File: config.mk
export PLATFORM = sky130hd
export DESIGN_NAME = multiply_divide_unit
export DESIGN_NICKNAME = d
export VERILOG_FILES = /design/src/rtl/multiply_divide_unit_pkg.sv /design/src/rtl/multiply_divide_unit_division_step.sv /design/src/rtl/multiply_divide_unit.sv
export SDC_FILE = /design/constraint.sdc
export NUM_CORES = 1
export LEC_CHECK = 0
export BUFFER_PORTS_ARGS = -buffer_cell sky130_fd_sc_hd__buf_2
export CAP_MARGIN = 25
export CORE_MARGIN = 5
export CORE_UTILIZATION = 50
export CTS_BUF_LIST = sky130_fd_sc_hd__clkbuf_8 sky130_fd_sc_hd__clkbuf_16
export CTS_CLUSTER_SIZE = 28
export DETAILED_ROUTE_END_ITERATION = 10
export PLACE_DENSITY = 0.67
export SLEW_MARGIN = 40
export SYNTH_ARGS = -nofsm -noshare
export SYNTH_HDL_FRONTEND = slang
export SYNTH_SLANG_ARGS = --single-unit
File: constraint.sdc
create_clock -name CLK -period 23.4 [get_ports CLK]
set_clock_uncertainty 0.2 [all_clocks]
set_input_delay 3.51 -clock CLK [delete_from_list [all_inputs] [get_ports CLK]]
set_output_delay 3.51 -clock CLK [all_outputs]
set_load 0.01 [all_outputs]
File: src/rtl/multiply_divide_unit_pkg.sv
// Shared types and constants for the iterative RV32M multiply/divide unit.
package multiply_divide_unit_pkg;

    localparam int MDU_ITERATIONS = 32;
    localparam int CLOCK_PERIOD   = 10;

    typedef enum logic [2:0] {
        MDU_MUL, MDU_MULH, MDU_MULHSU, MDU_MULHU,
        MDU_DIV, MDU_DIVU, MDU_REM, MDU_REMU
    } mdu_op_t;

    typedef enum logic [1:0] {
        MDU_IDLE, MDU_CALC, MDU_FINISH
    } mdu_state_t;

    function automatic logic op_signed_a(input mdu_op_t op);
        return (op == MDU_MUL) || (op == MDU_MULH) || (op == MDU_MULHSU) ||
               (op == MDU_DIV) || (op == MDU_REM);
    endfunction

    function automatic logic op_signed_b(input mdu_op_t op);
        return (op == MDU_MUL) || (op == MDU_MULH) ||
               (op == MDU_DIV) || (op == MDU_REM);
    endfunction

endpackage

File: src/rtl/multiply_divide_unit_division_step.sv
// One restoring-division step: shift the next dividend bit in, subtract if it fits.
module division_step #(
    parameter int XLEN = 32
) (
    input  logic [XLEN-1:0] rem_in,
    input  logic [XLEN-1:0] quo_in,
    input  logic [XLEN-1:0] divisor,
    output logic [XLEN-1:0] rem_out,
    output logic [XLEN-1:0] quo_out
);

    logic [XLEN:0] trial;

    // Partial remainder is always below the divisor, so one extra bit covers the shifted value.
    assign trial   = {rem_in, quo_in[XLEN-1]} - {1'b0, divisor};
    assign rem_out = trial[XLEN] ? {rem_in[XLEN-2:0], quo_in[XLEN-1]} : trial[XLEN-1:0];
    assign quo_out = {quo_in[XLEN-2:0], ~trial[XLEN]};

endmodule

File: src/rtl/multiply_divide_unit.sv
// Iterative RV32M multiply/divide: magnitude shift-add or restoring divide over
// 32 cycles, sign correction in FINISH, registered Result with a one-cycle Done.
module multiply_divide_unit
    import multiply_divide_unit_pkg::*;
#(
    parameter int XLEN        = 32,
    parameter int COUNT_WIDTH = 6
) (
    input  logic            CLK,
    input  logic            RST,
    input  logic            MDU_Start,
    input  logic [2:0]      MDU_Control,
    input  logic [XLEN-1:0] SrcA,
    input  logic [XLEN-1:0] SrcB,
    input  logic            Flush,
    output logic [XLEN-1:0] Result,
    output logic            MDU_Busy,
    output logic            MDU_Done
);

    mdu_state_t state, state_next;
    mdu_op_t    op_in, op_q;

    logic [COUNT_WIDTH-1:0] counter;
    logic [XLEN-1:0]        src_a_q, abs_a, abs_b;
    logic                   sign_a, sign_b, sign_a_q, sign_b_q;
    logic                   zero_in, overflow_in, div_zero_q, overflow_q;
    logic                   accept, last_step, finish_ok;
    logic [2*XLEN-1:0]      product, mcand, product_signed;
    logic [XLEN-1:0]        mplier, rem, quo, divisor, rem_next, quo_next;
    logic [XLEN-1:0]        quo_signed, rem_signed, result_next;

    assign op_in       = mdu_op_t'(MDU_Control);
    assign sign_a      = op_signed_a(op_in) & SrcA[XLEN-1];
    assign sign_b      = op_signed_b(op_in) & SrcB[XLEN-1];
    assign abs_a       = sign_a ? -SrcA : SrcA;
    assign abs_b       = sign_b ? -SrcB : SrcB;
    assign zero_in     = (SrcB == '0);
    assign overflow_in = ((op_in == MDU_DIV) || (op_in == MDU_REM)) &&
                         (SrcA == {1'b1, {(XLEN-1){1'b0}}}) && (SrcB == '1);

    assign accept    = (state == MDU_IDLE) && MDU_Start && !Flush;
    assign last_step = (counter == COUNT_WIDTH'(MDU_ITERATIONS - 1));
    assign finish_ok = (state == MDU_FINISH) && !Flush;
    assign MDU_Busy  = (state != MDU_IDLE);

    always_ff @(posedge CLK or posedge RST) begin
        if (RST) state <= MDU_IDLE;
        else     state <= state_next;
    end

    always_comb begin
        state_next = state;
        case (state)
            MDU_IDLE:   if (accept)
                            state_next = (op_in[2] && (zero_in || overflow_in)) ? MDU_FINISH : MDU_CALC;
            MDU_CALC:   if (Flush)          state_next = MDU_IDLE;
                        else if (last_step) state_next = MDU_FINISH;
            MDU_FINISH: state_next = MDU_IDLE;
            default:    state_next = MDU_IDLE;
        endcase
    end

    division_step #(.XLEN(XLEN)) u_division_step (
        .rem_in  (rem),
        .quo_in  (quo),
        .divisor (divisor),
        .rem_out (rem_next),
        .quo_out (quo_next)
    );

    always_ff @(posedge CLK or posedge RST) begin
        if (RST) begin
            op_q       <= MDU_MUL;
            counter    <= '0;
            src_a_q    <= '0;
            sign_a_q   <= 1'b0;
            sign_b_q   <= 1'b0;
            div_zero_q <= 1'b0;
            overflow_q <= 1'b0;
            product    <= '0;
            mcand      <= '0;
            mplier     <= '0;
            rem        <= '0;
            quo        <= '0;
            divisor    <= '0;
        end else if (accept) begin
            op_q       <= op_in;
            counter    <= '0;
            src_a_q    <= SrcA;
            sign_a_q   <= sign_a;
            sign_b_q   <= sign_b;
            div_zero_q <= zero_in;
            overflow_q <= overflow_in;
            product    <= '0;
            mcand      <= {{XLEN{1'b0}}, abs_a};
            mplier     <= abs_b;
            rem        <= '0;
            quo        <= abs_a;
            divisor    <= abs_b;
        end else if (state == MDU_CALC) begin
            counter <= counter + 1'b1;
            if (op_q[2]) begin
                rem <= rem_next;
                quo <= quo_next;
            end else begin
                if (mplier[0]) product <= product + mcand;
                mcand  <= mcand << 1;
                mplier <= mplier >> 1;
            end
        end
    end

    // Magnitudes are computed unsigned; signs are reapplied only here.
    assign product_signed = (sign_a_q ^ sign_b_q) ? -product : product;
    assign quo_signed     = (sign_a_q ^ sign_b_q) ? -quo : quo;
    assign rem_signed     = sign_a_q ? -rem : rem;

    always_comb begin
        result_next = '0;
        case (op_q)
            MDU_MUL:                        result_next = product_signed[XLEN-1:0];
            MDU_MULH, MDU_MULHSU, MDU_MULHU: result_next = product_signed[2*XLEN-1:XLEN];
            MDU_DIV, MDU_DIVU:
                if (div_zero_q)      result_next = '1;
                else if (overflow_q) result_next = {1'b1, {(XLEN-1){1'b0}}};
                else                 result_next = quo_signed;
            MDU_REM, MDU_REMU:
                if (div_zero_q)      result_next = src_a_q;
                else if (overflow_q) result_next = '0;
                else                 result_next = rem_signed;
            default:                        result_next = '0;
        endcase
    end

    always_ff @(posedge CLK or posedge RST) begin
        if (RST) begin
            Result   <= '0;
            MDU_Done <= 1'b0;
        end else begin
            MDU_Done <= finish_ok;
            if (finish_ok) Result <= result_next;
        end
    end

endmodule

==> results of run 1 <==
[layout make-up]
| type | count | area (um2) |
|---|---|---|
| clock buffers | 48 | 1130 |
| clock inverters | 24 | 284 |
| repair buffers | 131 | 774 |
| fillers | 4268 | 20600 |
| well taps | 607 | 759 |
| flip-flops and latches | 336 | 8410 |
| multi-input cells | 2359 | 14400 |
| inverters | 70 | 275 |
[critical path, cell delays in order]
cell and delay, ns:
buf_2 0.12, or4_1 0.56, nor3_1 0.23, nand2b_1 0.15
nor3_1 0.50, nand3_1 0.24, or3_1 0.43, nor3_1 0.21
o21a_1 0.21, o32ai_1 0.09
[state kept, by name, summed over array words and instances (netlist names), 6 cells and up]
| name | count |
|---|---|
| product | 64 |
| quo | 32 |
| src_a_q | 32 |
| Result | 32 |
| divisor | 32 |
| rem | 32 |
| mcand | 64 |
| counter | 6 |
| mplier | 32 |
[routing by layer]
| layer | up-vias | wire length (um) | global-route usage, % |
|---|---|---|---|
| li1 | 10400 | - | - |
| met1 | 11000 | 35300 | 45.1 |
| met2 | 1011 | 33600 | 44.4 |
| met3 | 118 | 8100 | 7.40 |
| met4 | 0 | 2140 | 8.08 |
| met5 | - | 0 | 0 |
[cell usage after synthesis (16+ instances only)]
master,n
a211oi_1,26
a21o_1,49
a21oi_1,300
a22oi_1,33
a31oi_1,60
and2_1,21
and3_1,46
clkbuf_1,146
dfrtp_1,336
ha_1,102
inv_1,70
mux2i_1,28
nand2_1,494
nand2b_1,30
nand3_1,70
nand4_1,32
nor2_1,226
nor3_1,53
o21a_1,18
o21ai_0,210
o21bai_1,19
o22ai_1,16
o31ai_1,39
o41ai_1,18
or3_1,25
or4_1,17
xnor2_1,147
xor2_1,116
[worst paths after layout]
kind | startpoint | slack [ns] | cells past startpoint | to
hold / removal | Result[9]$_DFFE_PP0P_ | 0.27 | 2 | Result[9]$_DFFE_PP0P_
hold reg to reg | Result[9]$_DFFE_PP0P_ | 0.27 | 2 | Result[9]$_DFFE_PP0P_
min in group asynchronous | RST | 2.78 | 2 | divisor[13]$_DFFE_PP0P_
setup / recovery | SrcB[6] | 17.39 | 10 | state[0]$_DFFE_PP0P_
setup reg to reg | quo[31]$_DFFE_PP0P_ | 18.40 | 15 | rem[4]$_DFFE_PP0P_
max in group asynchronous | RST | 18.60 | 4 | mcand[16]$_DFFE_PP0P_
[power by group through the flow]
stage                     registers [mW]  clock network (mW)  logic, mW
final                              0.905               0.682       1.29
after global routing               0.917               0.717       1.41
after CTS                          0.896               0.691       1.27
after detailed placement           0.905                   0       1.26
after global placement             0.900                   0       1.23
after floorplan                    0.819                   0      0.958
[cell families (layout without fill, tap and decap cells)]
family                   count (synthesis)  in the layout  share of synthesized area, %
XOR/XNOR                               263            263                          9.77
adder cells (fa/ha/maj)                104            104                          5.58
AND/OR/NAND/NOR                       1081           1081                          21.1
flip-flops                             336            336                          35.7
multiplexers                            29             29                          1.24
buffers and inverters                  236            273                          3.81
AO/OA/AOI/OAI                          882            882                          22.9
==> metrics.yaml, run 1 <==
status: "complete, no violations"
dp_cells: 3503
vdd_drop_max_mv: 0.0643
total_power_mw: 2.87
yosysWarningCount: 0
rsz0062_at_grt: "false"
start_util_pct: 50.6
dp_slack_ns: 16.86
grt_max_degree: 125
cts_tree: "built"
max_slew_margin_pct: 45.5
synth_edf_count: 0
finalSetupViolations: 0
port_buffers: 104
clock_path_buffers: 3
final_layout_size_suffix_gt1_share_pct: 8.15
switching_share_pct: 43.8
p_leak_nw: 11.6
syn2layout_area_growth_pct: 10.3
combPwrFrac_pct: 44.8
crit_path_end_kind: "flip-flop"
fin_ws_ns: 17.39
fin_setup_tns_ns: 0
hold_violations: 0
hp-class: "flip-flop to flip-flop"
vias_per_cell: 6.32
dp_hpwl_um: 58400
gp_congestion: 0.973
drcViolationCount: 0
holdBufCountCts: 0
synth.top_cell.area_share_pct: 35.7
worstPathRequired_ns: 23.63
path_class: "input pin to flip-flop"
ys_seq_area_share_pct: 35.7
syn-mean-instance-area_um2: 8.04
first_pass_iters: 6
clkLatencyLatePin_ns: 0.58
ys_ff_latch: 336
place_area_mm2: 0.0245
drv_cap: 0
clock_sinks: 336
final_common_cell: "nand2_1"
die_w_um: 227
worst_pin_slew_ns: 0.811
wirelength_um: 79200
final_cell_area_mm2: 0.0260
syn_inst: 2931
cts.clk_slew.worst_paths_ns: 0.06
final_cell_mix: "nand2_1, dfrtp_1, a21oi_1"
ys_async_sr_fraction_pct: 100
post-route-util_pct: 55.8
crit_arrival_ns: 6.24
synth_area_mm2: 0.0236
synth_nets: 3106
ys_top_cells_by_area: "dfrtp_1, nand2_1, a21oi_1, xnor2_1, ha_1"
stdcell_count: 3575
final_antenna_net_count: 0
p_sw_mw: 1.26
timing.final.crit_share_pct: 25.7
cts_buffers: 42
critPathMaxFanout: 4
fmax_ghz: 0.167
post_cts_buffers: 0
grt_usage_pct: 30.3
p_int_mw: 1.62
fin_crit_ns: 6.01
cp-start-kind: "input pin"
drv_slew: 0
yosys.area.top_type: "dfrtp_1"
cts_htree_levels: 2
grt_pass1_wl_um: 124000
num_io_pins: 105
core_mm2: 0.0466
grt_antenna_before_repair: 0
cts_root_buf: "clkbuf_16"
grt_overflow_total: 0
dieArea_mm2: 0.0516
detail_route.wl_per_cell_um: 22.2
cts-resized-gates: 0
pwr-share-seq_pct: 31.5
drt_iter0_markers: 2459
rows: 79
synthDistinctLibCells: 84
dieHeight_um: 227
final_net_count: 3115
whs_ns: 0.274
synth_ff_type: "dfrtp_1"
clockPowerShare_pct: 23.7
grt_pass1_vias: 21100
p_per_area_mw_per_mm2: 111
antenna_cells: 0
vias: 22600
Note: power is estimated with default switching activity, not from simulation.
==> inputs of run 2 (changes only) <==
--- a/config.mk
+++ b/config.mk
@@ -5,6 +5,7 @@
 export SDC_FILE = /design/constraint.sdc
 export NUM_CORES = 1
 export LEC_CHECK = 0
+export ABC_AREA = 1
 export BUFFER_PORTS_ARGS = -buffer_cell sky130_fd_sc_hd__buf_2
 export CAP_MARGIN = 25
 export CORE_MARGIN = 5
@@ -12,7 +13,7 @@
 export CTS_BUF_LIST = sky130_fd_sc_hd__clkbuf_8 sky130_fd_sc_hd__clkbuf_16
 export CTS_CLUSTER_SIZE = 28
 export DETAILED_ROUTE_END_ITERATION = 10
-export PLACE_DENSITY = 0.67
+export PLACE_DENSITY = 0.69
 export SLEW_MARGIN = 40
 export SYNTH_ARGS = -nofsm -noshare
 export SYNTH_HDL_FRONTEND = slang
==> constraint.sdc (replaced) <==
create_clock -name CLK -period 5.16 [get_ports CLK]
set_clock_uncertainty 0.2 [all_clocks]
set_input_delay 0.774 -clock CLK [delete_from_list [all_inputs] [get_ports CLK]]
set_output_delay 0.774 -clock CLK [all_outputs]
set_load 0.01 [all_outputs]
==> metrics.yaml, run 2 <==
vdd_drop_max_mv: 0.843
largestRegisters: "mcand x64, product x64"
yosysMostFrequentCell: "nand2_1"
final_net_count: 4722
hold_violations: 0
cts_buffers: 41
dieHeight_um: 245
clock_sinks: 336
grt_pass1_vias: 27000
final_layout_size_suffix_gt1_share_pct: 6.16
p_per_area_mw_per_mm2: 701
num_io_pins: 105
worstPathRequired_ns: 5.48
synth_area_mm2: 0.0277
post-route-util_pct: 55.0
p_leak_nw: 14.8
vias: 30800
grt_pass1_wl_um: 164000
critPathMaxFanout: 31
drv_cap: 0
multi_input_comb_area_mm2: 0.0167
cp-start-kind: "flip-flop"
die_w_um: 245
start_util_pct: 50.4
finalSetupViolations: 0
hp-class: "input pin to flip-flop"
ys_top_cells_by_area: "dfrtp_1, nand2_1, nor2_1, nand3_1, inv_1"
yosys.area.top_type: "dfrtp_1"
detail_route.wl_per_cell_um: 20.6
syn2layout_area_growth_pct: 9.11
final_antenna_net_count: 0
clkLatencyLatePin_ns: 0.60
timing.final.crit_share_pct: 66.0
synth_nets: 4686
drt_iter0_markers: 3783
dp_hpwl_um: 87400
synth.top_cell.area_share_pct: 30.4
vias_per_cell: 5.79
status: "complete, no violations"
wirelength_um: 110000
ys_ff_latch: 336
gp_congestion: 1.06
cpPeakStageDelay_ns: 0.49
grt_usage_pct: 35.3
antenna_cells: 0
synth_ff_type: "dfrtp_1"
ys_seq_area_share_pct: 30.4
dp_cells: 5250
fin_setup_tns_ns: 0
cts_tree: "built"
crit_path_end_kind: "flip-flop"
synth_edf_count: 0
crit_arrival_ns: 3.72
synth_common_cells: "nand2_1, nor2_1, inv_1"
cts-resized-gates: 0
final_common_cell: "nand2_1"
max_slew_margin_pct: 44.8
cp_slowest_cell: "o21ai_2"
register_area_mm2: 0.00841
fin_crit_ns: 3.40
path_class: "flip-flop to flip-flop"
grt_max_degree: 120
yosysWarningCount: 0
drcViolationCount: 0
fill_cells: 5739
drv_slew: 0
syn_inst: 4511
dp_slack_ns: 1.79
rows: 86
cts.clk_slew.worst_paths_ns: 0.06
syn-mean-instance-area_um2: 6.14
core_mm2: 0.0550
final_cell_mix: "nand2_1, nor2_1, inv_1"
worst_pin_slew_ns: 0.827
grt_antenna_before_repair: 5
first_pass_iters: 8
cts_htree_levels: 2
final_cell_area_mm2: 0.0302
port_buffers: 104
stdcell_count: 5324
fmax_ghz: 0.294
ys_async_sr_fraction_pct: 100
clock_path_buffers: 3
path_cells: "o21ai_2 -> inv_2 -> nor2_1 -> buf_4 -> inv_2 -> a21oi_1 -> o21ai_0 -> nand2_1 -> inv_1 -> nand4_1 -> o21ai_0 -> inv_1"
place_area_mm2: 0.0288
synthDistinctLibCells: 49
grt_overflow_total: 0
cts_root_buf: "clkbuf_16"
fin_ws_ns: 1.76
dieArea_mm2: 0.0602
rsz0062_at_grt: "false"
run 2: cell count changes in the layout (fill, tap and decap cells not counted), sizes merged, moves of 30 or more:
cell,delta
nand3,+328
xnor2,-130
nor2,+399
o31ai,-39
xor2,-87
nand2b,-30
o21ai,+179
a31oi,-55
a21oi,+44
nand4,+33
a21o,-45
and3,-46
inv,+458
nand2,+842
run 2: cells by family (layout without fill, tap and decap cells):
logic type / count (synthesis) / after routing / share of synthesized area, %
buffers and inverters: 666 / 731 / 9.45
AOI/OAI and AO/OA: 826 / 826 / 15.8
and+or+nand+nor: 2533 / 2533 / 38.2
adders and majority gates: 104 / 104 / 4.75
DFF: 336 / 336 / 30.4
xor gates and xnor gates: 46 / 46 / 1.45
run 2: per-layer routing:
metal / track usage [%] / share of wire [%]
met1: 53.0 / 44
met2: 47.4 / 38
met3: 12.6 / 14
met4: 10.3 / 3.6
met5: 0 / 0.056
run 2: timing repair:
action | in CTS | in global routing
setup buffers | 0 | 0
hold buffers | 1 | 0
hold endpoints to repair | 13 | 0
run 2: final cells by class:
| type | count | area share [%] |
|---|---|---|
| Clock inverter | 25 | 0.940 |
| Sequential cell | 336 | 27.8 |
| Inverter | 529 | 6.61 |
| Timing Repair Buffer | 130 | 2.60 |
| Tap cell | 748 | 3.10 |
| Multi-Input combinational cell | 3509 | 55.2 |
| Clock buffer | 47 | 3.71 |
run 2: worst max-delay path: cells and delay by family (launching register included):
kind                   cells  cell delay (ns)
flip-flops                 1             0.42
AO/OA/AOI/OAI              4             0.88
AND/OR/NAND/NOR            3             0.73
buffers and inverters      5             1.05
run 2: worst paths after layout:
path / to / slack (ns) / start / cells after the start
min: op_q[1]$_DFFE_PP0P_ / 0.19 / MDU_Control[1] / 3
min reg2reg: src_a_q[31]$_DFFE_PP0P_ / 0.29 / src_a_q[31]$_DFFE_PP0P_ / 2
max in group asynchronous: divisor[8]$_DFFE_PP0P_ / 2.98 / RST / 5
max: Result[6]$_DFFE_PP0P_ / 1.76 / op_q[0]$_DFFE_PP0P_ / 12
max reg2reg: Result[6]$_DFFE_PP0P_ / 1.76 / op_q[0]$_DFFE_PP0P_ / 12
min in group asynchronous: Result[28]$_DFFE_PP0P_ / 0.54 / RST / 3
run 2: stage by stage:
step	hold WS [ns]	total power, mW
3_5_place_dp	0.269	17.6
3_3_place_gp	0.267	17.5
2_1_floorplan	0.249	13.7
6_report	0.192	21.2
4_1_cts	0.180	20.7
5_1_grt	0.213	22.7
run 2: report_power, final:
group | switching [mW] | internal [mW]
clock | 1.24 | 1.81
sequential | 1.21 | 3.74
combinational | 9.25 | 3.92
